<file path="config.mk">
export PLATFORM = sky130hd
export DESIGN_NAME = prv_trap_ctrl
export DESIGN_NICKNAME = d
export VERILOG_FILES = /design/src/rtl/machine_mode_types_pkg.sv /design/src/rtl/prv_trap_prio.sv /design/src/rtl/prv_trap_ctrl.sv
export SDC_FILE = /design/constraint.sdc
export NUM_CORES = 1
export LEC_CHECK = 0
export ABC_AREA = 1
export BUFFER_PORTS_ARGS = -buffer_cell sky130_fd_sc_hd__clkbuf_2
export CELL_PAD_IN_SITES_DETAIL_PLACEMENT = 1
export CELL_PAD_IN_SITES_GLOBAL_PLACEMENT = 2
export CORE_UTILIZATION = 30
export CTS_CLUSTER_DIAMETER = 40
export DETAILED_ROUTE_END_ITERATION = 6
export PLACE_DENSITY_LB_ADDON = 0.25
export RECOVER_POWER = 25
export SETUP_SLACK_MARGIN = 0.02
export SLEW_MARGIN = 20
export SYNTH_ARGS = -nofsm -noshare
export SYNTH_HDL_FRONTEND = slang
export SYNTH_SLANG_ARGS = --single-unit
</file>
<file path="constraint.sdc">
create_clock -name CLK -period 2.9 [get_ports CLK]
set_clock_uncertainty 0.05 [all_clocks]
set_input_delay 0.58 -clock CLK [delete_from_list [all_inputs] [get_ports CLK]]
set_output_delay 0.58 -clock CLK [all_outputs]
set_load 0.01 [all_outputs]
</file>
<file path="src/rtl/machine_mode_types_pkg.sv">
// Machine-mode trap types shared by the trap controller.
// Cause codes, trap FSM encoding and mcause helpers.
package machine_mode_types_pkg;

  typedef enum logic [3:0] {
    EX_MAL_INSN   = 4'd0,
    EX_FAULT_INSN = 4'd1,
    EX_ILLEGAL    = 4'd2,
    EX_BREAK      = 4'd3,
    EX_MAL_L      = 4'd4,
    EX_FAULT_L    = 4'd5,
    EX_MAL_S      = 4'd6,
    EX_FAULT_S    = 4'd7,
    EX_ENV_M      = 4'd11
  } ex_code_t;

  typedef enum logic [3:0] {
    INT_SOFT  = 4'd3,
    INT_TIMER = 4'd7,
    INT_EXT   = 4'd11
  } int_code_t;

  typedef logic [1:0] trap_state_t;

  localparam trap_state_t ST_IDLE     = 2'd0;
  localparam trap_state_t ST_WAIT_CLR = 2'd1;
  localparam trap_state_t ST_INSERT   = 2'd2;

  localparam int MCAUSE_INT_BIT = 31;

  function automatic logic [31:0] mk_mcause(
    input logic       is_int,
    input logic [3:0] code
  );
    logic [31:0] r;
    r = {28'd0, code};
    r[MCAUSE_INT_BIT] = is_int;
    return r;
  endfunction

endpackage

</file>
<file path="src/rtl/prv_trap_prio.sv">
// Trap priority encoder: exceptions first, then ext/soft/timer.
// Purely combinational; eligibility is resolved by the caller.
module prv_trap_prio
  import machine_mode_types_pkg::*;
(
  input  logic       fault_insn,
  input  logic       mal_insn,
  input  logic       illegal_insn,
  input  logic       fault_l,
  input  logic       mal_l,
  input  logic       fault_s,
  input  logic       mal_s,
  input  logic       breakpoint,
  input  logic       env_m,
  input  logic [2:0] int_elig,
  output logic       valid,
  output logic       is_int,
  output logic [3:0] code,
  output logic       use_badaddr
);

  // Fixed-priority select of the winning cause
  always_comb begin
    valid       = 1'b1;
    is_int      = 1'b0;
    use_badaddr = 1'b0;
    code        = EX_MAL_INSN;
    if (breakpoint) begin
      code = EX_BREAK;
    end else if (fault_insn) begin
      code        = EX_FAULT_INSN;
      use_badaddr = 1'b1;
    end else if (mal_insn) begin
      code        = EX_MAL_INSN;
      use_badaddr = 1'b1;
    end else if (illegal_insn) begin
      code = EX_ILLEGAL;
    end else if (env_m) begin
      code = EX_ENV_M;
    end else if (mal_l) begin
      code        = EX_MAL_L;
      use_badaddr = 1'b1;
    end else if (mal_s) begin
      code        = EX_MAL_S;
      use_badaddr = 1'b1;
    end else if (fault_l) begin
      code        = EX_FAULT_L;
      use_badaddr = 1'b1;
    end else if (fault_s) begin
      code        = EX_FAULT_S;
      use_badaddr = 1'b1;
    end else if (int_elig[2]) begin
      is_int = 1'b1;
      code   = INT_EXT;
    end else if (int_elig[0]) begin
      is_int = 1'b1;
      code   = INT_SOFT;
    end else if (int_elig[1]) begin
      is_int = 1'b1;
      code   = INT_TIMER;
    end else begin
      valid = 1'b0;
    end
  end

endmodule

</file>
<file path="src/rtl/prv_trap_ctrl.sv">
// Machine-mode trap controller: latches traps/mret, commits CSRs
// at pipe_clear, redirects fetch. Option: PRV_VECTORED_INTR_EN.
module prv_trap_ctrl
  import machine_mode_types_pkg::*;
#(
  parameter logic [31:0] RESET_MEPC    = 32'h0000_0000,
  parameter int          TRAP_HOLD_MAX = 15
) (
  input  logic        CLK,
  input  logic        nRST,
  input  logic        fault_insn,
  input  logic        mal_insn,
  input  logic        illegal_insn,
  input  logic        fault_l,
  input  logic        mal_l,
  input  logic        fault_s,
  input  logic        mal_s,
  input  logic        breakpoint,
  input  logic        env_m,
  input  logic        ret,
  input  logic        pipe_clear,
  input  logic [31:0] epc,
  input  logic [31:0] badaddr,
  input  logic        timer_int,
  input  logic        soft_int,
  input  logic        ext_int,
  input  logic [2:0]  mie_en,
  input  logic [31:0] mtvec,
  output logic [31:0] priv_pc,
  output logic        insert_pc,
  output logic        intr,
  output logic [31:0] mepc,
  output logic [31:0] mcause,
  output logic [31:0] mtval,
  output logic        mstatus_mie,
  output logic        mstatus_mpie,
  output logic        clr_timeout
);

  localparam int CW = $clog2(TRAP_HOLD_MAX + 1);
  localparam logic [CW-1:0] HOLD_MAX  = CW'(TRAP_HOLD_MAX);
  localparam logic [CW-1:0] HOLD_LAST = CW'(TRAP_HOLD_MAX - 1);

  trap_state_t   state_q, state_d;
  logic [CW-1:0] hold_q, hold_d;
  logic          to_q, to_d;

  logic          lat_int_q, lat_int_d;
  logic          lat_ret_q, lat_ret_d;
  logic [3:0]    lat_code_q, lat_code_d;
  logic          lat_bad_q, lat_bad_d;
  logic [31:0]   lat_epc_q, lat_epc_d;
  logic [31:0]   lat_addr_q, lat_addr_d;

  logic [31:0]   mepc_q, mepc_d;
  logic [31:0]   mcause_q, mcause_d;
  logic [31:0]   mtval_q, mtval_d;
  logic          mie_q, mie_d;
  logic          mpie_q, mpie_d;
  logic [31:0]   ppc_q, ppc_d;

  logic          commit;
  logic [31:0]   tgt;
  logic [2:0]    elig;
  logic          p_valid, p_int, p_bad;
  logic [3:0]    p_code;
  logic          p_exc, p_irq;

  assign elig = {ext_int, timer_int, soft_int}
              & mie_en & {3{mie_q}};

  prv_trap_prio u_prio (
    .fault_insn   (fault_insn),
    .mal_insn     (mal_insn),
    .illegal_insn (illegal_insn),
    .fault_l      (fault_l),
    .mal_l        (mal_l),
    .fault_s      (fault_s),
    .mal_s        (mal_s),
    .breakpoint   (breakpoint),
    .env_m        (env_m),
    .int_elig     (elig),
    .valid        (p_valid),
    .is_int       (p_int),
    .code         (p_code),
    .use_badaddr  (p_bad)
  );

  assign p_exc = p_valid & ~p_int;
  assign p_irq = p_valid & p_int;

  // Trap FSM: latch a cause, wait for drain, flag slow drains
  always_comb begin
    state_d    = state_q;
    hold_d     = hold_q;
    to_d       = to_q;
    lat_int_d  = lat_int_q;
    lat_ret_d  = lat_ret_q;
    lat_code_d = lat_code_q;
    lat_bad_d  = lat_bad_q;
    lat_epc_d  = lat_epc_q;
    lat_addr_d = lat_addr_q;
    commit     = 1'b0;
    case (state_q)
      ST_IDLE: begin
        hold_d = '0;
        if (p_exc || (p_irq && !ret)) begin
          lat_int_d  = p_int;
          lat_ret_d  = 1'b0;
          lat_code_d = p_code;
          lat_bad_d  = p_bad;
          lat_epc_d  = epc;
          lat_addr_d = badaddr;
          commit     = pipe_clear;
          state_d    = pipe_clear ? ST_INSERT
                                  : ST_WAIT_CLR;
        end else if (ret) begin
          lat_int_d = 1'b0;
          lat_ret_d = 1'b1;
          commit    = pipe_clear;
          state_d   = pipe_clear ? ST_INSERT
                                 : ST_WAIT_CLR;
        end
      end
      ST_WAIT_CLR: begin
        // an exception outranks a parked interrupt or mret
        if (p_exc && (lat_int_q || lat_ret_q)) begin
          lat_int_d  = 1'b0;
          lat_ret_d  = 1'b0;
          lat_code_d = p_code;
          lat_bad_d  = p_bad;
          lat_epc_d  = epc;
          lat_addr_d = badaddr;
        end
        if (pipe_clear) begin
          commit  = 1'b1;
          hold_d  = '0;
          state_d = ST_INSERT;
        end else begin
          if (hold_q != HOLD_MAX) hold_d = hold_q + CW'(1);
          if (hold_q >= HOLD_LAST) to_d = 1'b1;
        end
      end
      ST_INSERT: state_d = ST_IDLE;
      default:   state_d = ST_IDLE;
    endcase
  end

  // CSR and redirect updates at the commit point
  always_comb begin
    mepc_d   = mepc_q;
    mcause_d = mcause_q;
    mtval_d  = mtval_q;
    mie_d    = mie_q;
    mpie_d   = mpie_q;
    ppc_d    = ppc_q;
    tgt      = {mtvec[31:2], 2'b00};
`ifdef PRV_VECTORED_INTR_EN
    if (lat_int_d && (mtvec[1:0] == 2'b01))
      tgt = tgt + {26'd0, lat_code_d, 2'b00};
`endif
    if (commit) begin
      if (lat_ret_d) begin
        mie_d  = mpie_q;
        mpie_d = 1'b1;
        ppc_d  = mepc_q;
      end else begin
        mepc_d   = lat_epc_d;
        mcause_d = mk_mcause(lat_int_d, lat_code_d);
        mtval_d  = lat_bad_d ? lat_addr_d : 32'd0;
        mpie_d   = mie_q;
        mie_d    = 1'b0;
        ppc_d    = tgt;
      end
    end
  end

`ifndef PRV_VECTORED_INTR_EN
  logic unused_mtvec_lo;
  assign unused_mtvec_lo = ^mtvec[1:0];
`endif

  // State and CSR registers, synchronous active-low reset
  always_ff @(posedge CLK) begin
    if (!nRST) begin
      state_q    <= ST_IDLE;
      hold_q     <= '0;
      to_q       <= 1'b0;
      lat_int_q  <= 1'b0;
      lat_ret_q  <= 1'b0;
      lat_code_q <= '0;
      lat_bad_q  <= 1'b0;
      lat_epc_q  <= '0;
      lat_addr_q <= '0;
      mepc_q     <= RESET_MEPC;
      mcause_q   <= '0;
      mtval_q    <= '0;
      mie_q      <= 1'b0;
      mpie_q     <= 1'b0;
      ppc_q      <= '0;
    end else begin
      state_q    <= state_d;
      hold_q     <= hold_d;
      to_q       <= to_d;
      lat_int_q  <= lat_int_d;
      lat_ret_q  <= lat_ret_d;
      lat_code_q <= lat_code_d;
      lat_bad_q  <= lat_bad_d;
      lat_epc_q  <= lat_epc_d;
      lat_addr_q <= lat_addr_d;
      mepc_q     <= mepc_d;
      mcause_q   <= mcause_d;
      mtval_q    <= mtval_d;
      mie_q      <= mie_d;
      mpie_q     <= mpie_d;
      ppc_q      <= ppc_d;
    end
  end

  assign insert_pc    = (state_q == ST_INSERT);
  assign intr         = !p_exc &&
                        (((state_q == ST_IDLE) && |elig) ||
                         ((state_q == ST_WAIT_CLR) && lat_int_q));
  assign priv_pc      = ppc_q;
  assign mepc         = mepc_q;
  assign mcause       = mcause_q;
  assign mtval        = mtval_q;
  assign mstatus_mie  = mie_q;
  assign mstatus_mpie = mpie_q;
  assign clr_timeout  = to_q;

endmodule
</file>
# Yosys cells after proc, flatten, opt, wreduce, memory -nomap -nowiden
# Index checks and enable logic that the tools add are counted.
[word_totals]
output_inout_bits = 133
reg_bits = 181
wordCells = 125
[classes]
n_eq_ne = 6
reduce_logical = 17
magnitude_cmp = 1
add_sub_neg = 1
n_bitwise = 7
mux = 78
[ops]
columns = ["op", "n"]
rows = [
  ["2-to-1 mux 32 bit", 6],
  ["case mux 32 bit (2 select lines)", 2],
  ["2-to-1 mux 4 bit", 15],
  ["2-to-1 mux 1 bit", 43],
  ["case mux 4 bit (2 select lines)", 2],
  ["2-to-1 mux 2 bit", 4],
  ["case mux 1 bit (2 select lines)", 4],
  ["bitwise AND 3 bit", 2],
  ["inequality test 3 bit, second input constant", 2],
  ["AND reduction 2 bit", 3],
  ["logical AND 1 bit", 5],
  ["adder 4 x 1 -> 4 bit, second input constant", 1],
  ["greater-or-equal comparator 4 bit, second input constant", 1],
  ["inequality test 4 bit, second input constant", 1],
  ["case mux 2 bit (2 select lines)", 1],
  ["logical OR 1 bit", 3],
  ["2-to-1 mux 3 bit", 1],
  ["NOT 1 bit", 3],
  ["AND reduction 3 bit", 1],
  ["OR reduction 3 bit", 1],
  ["bitwise AND 1 bit", 2],
  ["== test 2 x 1 -> 1 bit, second input constant", 1],
  ["== test 2 bit, second input constant", 1],
  ["logical NOT 1 bit", 2],
  ["3 further kinds", 3],
]

# Depth between registers and ports, before layout
# Gate-level depths: netlist (run 1).
[depth]
ltp_word = 21
depth_mapped = 14
ltp_nobuf = 13

# By module
# From an unflattened synthesis (run 1), not the netlist that was laid out.
[unflattened]
cells_unflattened = 1005
area_unflattened_um2 = 7572.3
[modules_own_cells]
columns = ["module", "cells_each", "n_inst", "area_each_um2"]
rows = [
  ["prv_trap_ctrl", 968, 1, 7388.3],
  ["prv_trap_prio", 37, 1, 183.9],
]

# Worst setup path before layout (run 1)
# No wires, ideal clock.
[synth_timing]
path_kind = "input to output"
start = "in mal_s"
end = "out intr"
required_time_ns = 2.270
t_arrival_ns = 1.408
n_path_buf = 1
path_slack_ns = 0.862
cell_stages = 6
cell_sequence = "nor2_1 nand2_1 inv_1 nand2_1 clkbuf_1 a21oi_1"
[synth_via]
elab_chain_cells = 11
[synth_rtl]
columns = ["element", "line", "text"]
rows = [
  ["start, declared", "prv_trap_ctrl.sv:17", "input logic mal_s,"],
  ["2-to-1 mux 1 bit", "prv_trap_prio.sv:43", "end else if (mal_s) begin"],
  ["2-to-1 mux 1 bit", "prv_trap_prio.sv:40", "end else if (mal_l) begin"],
  ["2-to-1 mux 1 bit", "prv_trap_prio.sv:38", "end else if (env_m) begin"],
  ["2-to-1 mux 1 bit", "prv_trap_prio.sv:36", "end else if (illegal_insn) begin"],
  ["2-to-1 mux 1 bit", "prv_trap_prio.sv:33", "end else if (mal_insn) begin"],
  ["2-to-1 mux 1 bit", "prv_trap_prio.sv:30", "end else if (fault_insn) begin"],
  ["2-to-1 mux 1 bit", "prv_trap_prio.sv:28", "if (breakpoint) begin"],
  ["NOT 1 bit", "prv_trap_ctrl.sv:89", "assign p_exc = p_valid & ~p_int;"],
  ["bitwise AND 1 bit (*)", "prv_trap_ctrl.sv:89", ""],
  ["logical NOT 1 bit (*)", "prv_trap_ctrl.sv:221", "assign intr = !p_exc &&"],
  ["logical AND 1 bit (*)", "prv_trap_ctrl.sv:221", ""],
  ["end, declared", "prv_trap_ctrl.sv:31", "output logic intr,"],
]
# Mark *: on every way between the ends. The rest lies on a longest branch, timed or not.

# Worst setup path in the final report (run 1)
[layout_timing]
start = "reg state_q[0]"
end = "out intr"
[layout_via]
elab_chain_cells = 4
[layout_rtl]
columns = ["element", "line", "text"]
rows = [
  ["start, declared", "prv_trap_ctrl.sv:44", "trap_state_t state_q, state_d;"],
  ["start signal, assigned", "prv_trap_ctrl.sv:202", "state_q <= state_d;"],
  ["== test 2 x 1 -> 1 bit / logical NOT 2 bit (equally long branches)", "prv_trap_ctrl.sv:223, prv_trap_ctrl.sv:222", ""],
  ["logical AND 1 bit, on equally long branches", "prv_trap_ctrl.sv:223, prv_trap_ctrl.sv:222", ""],
  ["logical OR 1 bit (*)", "prv_trap_ctrl.sv:222", "(((state_q == ST_IDLE) && |elig) ||"],
  ["logical AND 1 bit (*)", "prv_trap_ctrl.sv:221", ""],
]
# Marks and branches as above.

==> out/metrics.csv, run 1 <==
metric,value,unit
clk_path_buf_depth,2,
drt-pass1-iter-count,4,
io_pins,248,
numCtsBuffers,17,
wire_per_inst,15.5,um
num_rows,65,
dp_hpwl,22.0,mm
critPathBufInv,2,
min_path_type,in -> reg,
io_buffers,218,
holdPathEnd,state_q[0]$_SDFFE_PN0P_,
path_cells,inv_1 > nor2_4 > nand2_1 > a21oi_1 > clkbuf_2,
grt_util_all_layers,20.2,%
die_w,181,um
ant_nets,0,
crit_slowest_cell,dfxtp_1,
grt_pass1_vias,10100,
synth_edf_count,0,
power_density,522,mW/mm2
setup_tns,0,ns
cts.sinks,181,
crit_path_max_incr_delay,0.48,ns
path_class,reg -> out,
synth-seq-cells,181,
dpl-instance-area,0.0110,mm2
multi_input_area,0.00474,mm2
dr_total_vias,10000,
drive_above_1_share,14.7,%
grt_overflow_total,0,
layout.nets,1800,
async_reset_ff_share,0,%
fin_area,0.0114,mm2
reg2regPathDepth,10,
viasPerCell,4.77,
clk_pin_slew,0.07,ns
gp_congestion,0.757,
timing.fmax,0.395,GHz
drv_slew,0,
regArea,0.00362,mm2
hold_slack,0.282,ns
synth_area_per_cell,6.35,um2
start_util,30.5,%
leakagePower,5.92,nW
ir_drop,0.000396,V
synth_cells,1509,
holdBufCountCts,0,
postCtsSetupBuffers,0,
period_minus_slack,2.53,ns
worst_slew_pin_slew,0.641,ns
finalPower,0.00597,W
coreArea,0.0315,mm2
drc,0,
cp_data_required_time,2.27,ns
clk-insertion-delay-late,0.45,ns
r2r-end,priv_pc[20]$_SDFFE_PN0P_,
fp.dieH,181,um
critPathLaunchType,register,
status,finished clean,
rsz0062_at_grt,no,
htree_levels,4,
yosysSeqAreaShare,37.8,%
cts_tree,yes,
area_growth,19.3,%
end_kind,output pin,
arrival,1.90,ns
num-fill-cells,4154,
fin_crit_sh,87.4,%
slew_headroom,57.2,%
worst-r2r-setup-slack,0.61,ns
utilization,36.3,%
synth_area,0.00959,mm2
clock-root-buffer,clkbuf_16,
diodes,0,
grt_pass1_wl,52.3,mm
worstPathMaxFanout,13,
ys_types,36,
yosys_warnings,0,
hold_start,pipe_clear,
cts_resized,0,
crit_family,flip-flops,
hold_depth,2,
r2r_start,state_q[0]$_SDFFE_PN0P_,
final_hold_viol_count,0,
max_cap_viol_count,0,
setup_viol,0,
synth_ff_type,dfxtp_1,
drt_iter0_drc,453,
die_area,0.0327,mm2
antenna_found_initial,1,
wirelength,32.4,mm
grt_max_degree,88,
[worst reg2reg max path: stages (launching register included)]
cell,delay [ns]
dfxtp_1,0.48
inv_1,0.17
nor2_4,0.37
nand3_1,0.20
nand3_2,0.29
inv_1,0.08
buf_4,0.24
nand2_1,0.11
nand3_1,0.07
nand2_1,0.08
inv_1,0.04
[cell type report]
cell class / instances / area share [%]
multi-input combinational: 1049 / 41.4
sequential: 181 / 31.7
timing repair buffer: 250 / 11.6
inverter: 184 / 6.04
tap: 402 / 4.40
clock buffer: 18 / 3.75
clock inverter: 14 / 1.04
[where the power goes]
part | switching [W] | total, W | internal [W]
registers | 0.000109 | 0.00276 | 0.00265
logic | 0.000608 | 0.000952 | 0.000343
clock network | 0.00113 | 0.00226 | 0.00113
total | 0.00185 | 0.00597 | 0.00412
[cell families (layout without fill, tap and decap cells)]
logic type | after synthesis | count (layout) | share of synthesized area, %
adders and majority gates | 2 | 2 | 0.261
AOI/OAI and AO/OA | 236 | 236 | 13.8
and+or+nand+nor | 782 | 782 | 34.0
buffers and inverters | 305 | 466 | 13.9
DFF | 181 | 181 | 37.8
other | 1 | 27 | 0.0391
xor gates and xnor gates | 2 | 2 | 0.183
[sequential cells by signal, summed over array words and instances, names as in the netlist, named ones only]
| register | flops |
|---|---|
| priv_pc | 32 |
| mcause | 5 |
| mstatus_mpie | 1 |
| lat_ret_q | 1 |
| mstatus_mie | 1 |
| state_q | 2 |
| mtval | 32 |
| clr_timeout | 1 |
| lat_int_q | 1 |
| hold_q | 4 |
| lat_epc_q | 32 |
| mepc | 32 |
| lat_addr_q | 32 |
| lat_code_q | 4 |
[per-layer routing]
metal  track usage (%)  vias up  routed length, um
li1                  -     5062                  -
met1              23.8     4748              14800
met2              37.0      175              16100
met3              3.91       25               1130
met4              5.09        0                437
met5                 0        -                  0
[cells in the mapped netlist, drive strengths merged (3+ instances only)]
| library cell | n | share of area (%) |
|---|---|---|
| nand3 | 166 | 8.9 |
| a31oi | 5 | 0.33 |
| nor2 | 165 | 6.7 |
| nand2 | 429 | 17 |
| nor3 | 3 | 0.16 |
| buf | 78 | 5.0 |
| a21oi | 50 | 2.6 |
| o211ai | 45 | 3.5 |
| inv | 183 | 7.2 |
| or2 | 14 | 0.91 |
| clkbuf | 43 | 1.7 |
| dfxtp | 181 | 38 |
| o21ai | 131 | 6.9 |
[how the worst max path moves through the flow]
stage	to	from	slack (ns)	cells past startpoint
floorplan	intr	mal_s	0.86	6
global placement	mtval[8]$_SDFFE_PN0P_	mal_s	0.28	12
detailed placement	mtval[8]$_SDFFE_PN0P_	mal_s	0.21	12
CTS	intr	state_q[0]$_SDFFE_PN0P_	0.37	5
global route	intr	state_q[0]$_SDFFE_PN0P_	0.20	5
finish	intr	state_q[0]$_SDFFE_PN0P_	0.37	5
[through the flow]
| step | instances | setup WS (ns) |
|---|---|---|
| after CTS | 2098 | 0.369 |
| after global routing | 2098 | 0.204 |
| after detailed placement | 2066 | 0.208 |
| after floorplan | 1535 | 0.862 |
| final | 2098 | 0.366 |
| after global placement | 2066 | 0.281 |
[cell usage in the layout, fill, tap and decap left out, types with 7 or more instances in the layout]
cell       Yosys  layout
conb_1         1      27
nand2_1      424     423
o21ai_0      112     113
dfxtp_1      181     180
clkbuf_2       2     149
o211ai_1      45      45
nor2_1       160     158
nand3_1      162     162
or2_2         14      14
buf_4         28      25
inv_1        177     178
a21oi_1       50      50
clkbuf_1      41      70
buf_12         0       7
o21ai_1       18      18
clkbuf_16      0      17
Note: power is estimated with default switching activity, not from simulation.
==> run 2, diff against run 1 <==
--- a/config.mk
+++ b/config.mk
@@ -8,4 +8,5 @@
 export ABC_AREA = 1
 export BUFFER_PORTS_ARGS = -buffer_cell sky130_fd_sc_hd__clkbuf_2
+export CAP_MARGIN = 5
 export CELL_PAD_IN_SITES_DETAIL_PLACEMENT = 1
 export CELL_PAD_IN_SITES_GLOBAL_PLACEMENT = 2
==> constraint.sdc (replaced) <==
create_clock -name CLK -period 2.9 [get_ports CLK]
set_clock_uncertainty 0.05 [all_clocks]
set_input_delay 0 -clock CLK [delete_from_list [all_inputs] [get_ports CLK]]
set_output_delay 0 -clock CLK [all_outputs]
set_load 0.01 [all_outputs]
==> run 2 against run 1 <==
- register-to-register slack got worse by 0.26 ns
- clock-buffer cell count unchanged
- highest routed layer unchanged
- largest cell class unchanged
- final area increased by 8.2%
- non-clock buffer count increased by 82
- total power increased by 8.5%
- global-route usage increased by 0.53 points
- via count increased by 4.2%
- clock power increased by 18%
- largest power group unchanged
- utilization increased by 3.0 points
- critical path depth increased by 6
- sequential share of layout area decreased by 2.4 points
- maximum frequency decreased by 0.54%
==> out/metrics.csv, run 2 (synthesis gave the netlist of run 1 again) <==
metric,value,unit,change
status,finished clean,,unchanged
dp_hpwl,21.4,mm,was 22.0 mm
final_hold_viol_count,0,,unchanged
htree_levels,4,,unchanged
crit_family,simple AND/OR/NAND/NOR gates,,was flip-flops
r2r_start,mstatus_mie$_SDFFE_PN0P_,,was state_q[0]$_SDFFE_PN0P_
antenna_found_initial,0,,was 1
drv_slew,0,,unchanged
dpl.cell_count,2056,,was 2066
grt_pass1_wl,54.0,mm,was 52.3 mm
grt_max_degree,88,,unchanged
use_met1,24.6,%,was 23.8%
multi_input_area,0.00474,mm2,about the same
num_rows,65,,unchanged
worst-r2r-setup-slack,0.35,ns,was 0.61 ns
start_util,30.5,%,unchanged
worst_path_most_repeated_cell,nand3_1,,
end_kind,register,,was output pin
num-fill-cells,4095,,was 4154
power_density,523,mW/mm2,was 522 mW/mm2
setup_viol,0,,unchanged
regArea,0.00362,mm2,unchanged
path_cells,nand3_1 > nand3_2 > nand2_2 > buf_4 > nand3_1 > nand3_1 > nor2_1 > nand2_1 > dlygate4sd3_1 > nand2_1 > a21oi_1,,was inv_1 > nor2_4 > nand2_1 > a21oi_1 > clkbuf_2
final_cell_mix,"423 x nand2_1, 180 x dfxtp_1, 176 x inv_1",,"was 423 x nand2_1, 180 x dfxtp_1, 178 x inv_1"
fin_crit_sh,87.9,%,was 87.4%
leakagePower,6.29,nW,was 5.92 nW
grt_pass1_vias,10500,,was 10100
met2_usage,38.1,%,was 37.0%
finalPower,0.00647,W,was 0.00597 W
viasPerCell,4.78,,was 4.77
clk-insertion-delay-late,0.44,ns,was 0.45 ns
diodes,0,,unchanged
cts_tree,yes,,unchanged
ant_nets,0,,unchanged
gp_congestion,0.761,,was 0.757
holdPathEnd,lat_addr_q[15]$_SDFF_PN0_,,was state_q[0]$_SDFFE_PN0P_
r2r-end,mcause[1]$_SDFFE_PN0P_,,was priv_pc[20]$_SDFFE_PN0P_
critPathBufInv,2,,unchanged
crit_slowest_cell,dlygate4sd3_1,,was dfxtp_1
hold_depth,7,,was 2
clock-root-buffer,clkbuf_16,,unchanged
hold_start,badaddr[15],,was pipe_clear
postCtsSetupBuffers,0,,unchanged
layout.nets,1882,,was 1800
rsz0062_at_grt,no,,unchanged
worstPathMaxFanout,13,,unchanged
coreArea,0.0315,mm2,unchanged
utilization,39.3,%,was 36.3%
drive_above_1_share,13.6,%,was 14.7%
reg2regPathDepth,11,,was 10
path_class,reg -> reg,,was reg -> out
die_w,181,um,unchanged
dr_total_vias,10400,,was 10000
dpl-instance-area,0.0109,mm2,was 0.0110 mm2
clk_path_buf_depth,2,,unchanged
top_usage_layer,met2,,unchanged
use_met3,3.27,%,was 3.91%
grt_util_all_layers,20.7,%,was 20.2%
period_minus_slack,2.55,ns,was 2.53 ns
crit_path_max_incr_delay,0.55,ns,was 0.48 ns
ir_drop,0.000385,V,was 0.000396 V
final_cells,2180,,was 2098
numCtsBuffers,17,,unchanged
setup_tns,0,ns,unchanged
critPathLaunchType,register,,unchanged
grt_overflow_total,0,,unchanged
drc,0,,unchanged
cp_data_required_time,3.17,ns,was 2.27 ns
io_pins,248,,unchanged
wire_per_inst,15.4,um,was 15.5 um
wirelength,33.6,mm,was 32.4 mm
worst_slew_pin_slew,0.730,ns,was 0.641 ns
clk_pin_slew,0.08,ns,was 0.07 ns
cts.sinks,181,,unchanged
timing.fmax,0.392,GHz,was 0.395 GHz
io_buffers,218,,unchanged
min_path_type,in -> reg,,unchanged
fin_area,0.0124,mm2,was 0.0114 mm2
die_area,0.0327,mm2,unchanged
slew_headroom,51.3,%,was 57.2%
final_common_cell,nand2_1,,unchanged
drt_iter0_drc,404,,was 453
area_growth,29.1,%,was 19.3%
fp.dieH,181,um,unchanged
arrival,2.82,ns,was 1.90 ns
drt-pass1-iter-count,4,,unchanged
max_cap_viol_count,0,,unchanged
## run 2: cell count changes in the layout (fill, tap and decap cells not counted), moves of 3 or more
cell / previous run / this run
inv_8: 4 / 0
buf_4: 25 / 18
clkbuf_2: 149 / 146
dlygate4sd3_1: 0 / 92
bufinv_16: 0 / 5
## run 2: through the flow
stage,hold WS (ns),setup WS [ns]
floorplan,0.0268,1.05
global placement,0.167,0.474
detailed placement,0.167,0.410
CTS,0.000837,0.335
global route,0.0532,0.138
finish,0.0109,0.352
## run 2: cell type report
class                   instances  share of cell area (%)
multi-input cells            1049                    38.3
flip-flops and latches        181                    29.3
repair buffers                332                    17.4
inverters                     184                    5.63
well taps                     402                    4.06
clock buffers                  18                    3.55
clock inverters                14                    1.77
## run 2: timing repair
| item | CTS | global route |
|---|---|---|
| hold endpoints to repair | 116 | 0 |
| hold buffers | 92 | 0 |
| endpoints found under the setup margin | 0 | 34 |
| resized for setup | 0 | 2 |
## run 2: worst max-delay path by stage
stage                                   from                       end  cells after the start
floorplan           mstatus_mie$_SDFFE_PN0P_    mtval[18]$_SDFFE_PN0P_                     13
global placement    mstatus_mie$_SDFFE_PN0P_  priv_pc[19]$_SDFFE_PN0P_                     12
detailed placement  mstatus_mie$_SDFFE_PN0P_  priv_pc[20]$_SDFFE_PN0P_                     12
CTS                 mstatus_mie$_SDFFE_PN0P_    mcause[1]$_SDFFE_PN0P_                     11
global route        mstatus_mie$_SDFFE_PN0P_    mcause[1]$_SDFFE_PN0P_                     11
finish              mstatus_mie$_SDFFE_PN0P_    mcause[1]$_SDFFE_PN0P_                     11
## run 2: per-layer routing
metal / share of wire, % / up-vias
met3: 3.3 / 29
met1: 46 / 4983
met5: 0 / -
met2: 49 / 196
met4: 1.5 / 0
li1: - / 5218
## run 2: report_power, final
| group | switching, W | internal (W) |
|---|---|---|
| Clock | 0.00110 | 0.00157 |
| Combinational | 0.000636 | 0.000413 |
| Sequential | 0.000108 | 0.00265 |
| Total | 0.00185 | 0.00463 |
## run 2: worst min-delay path, stage by stage
cell	delay, ns
clkbuf_2	0.09
inv_1	0.05
nand2_1	0.06
nand3_1	0.07
nand3_1	0.12
nand2_1	0.06
inv_1	0.04
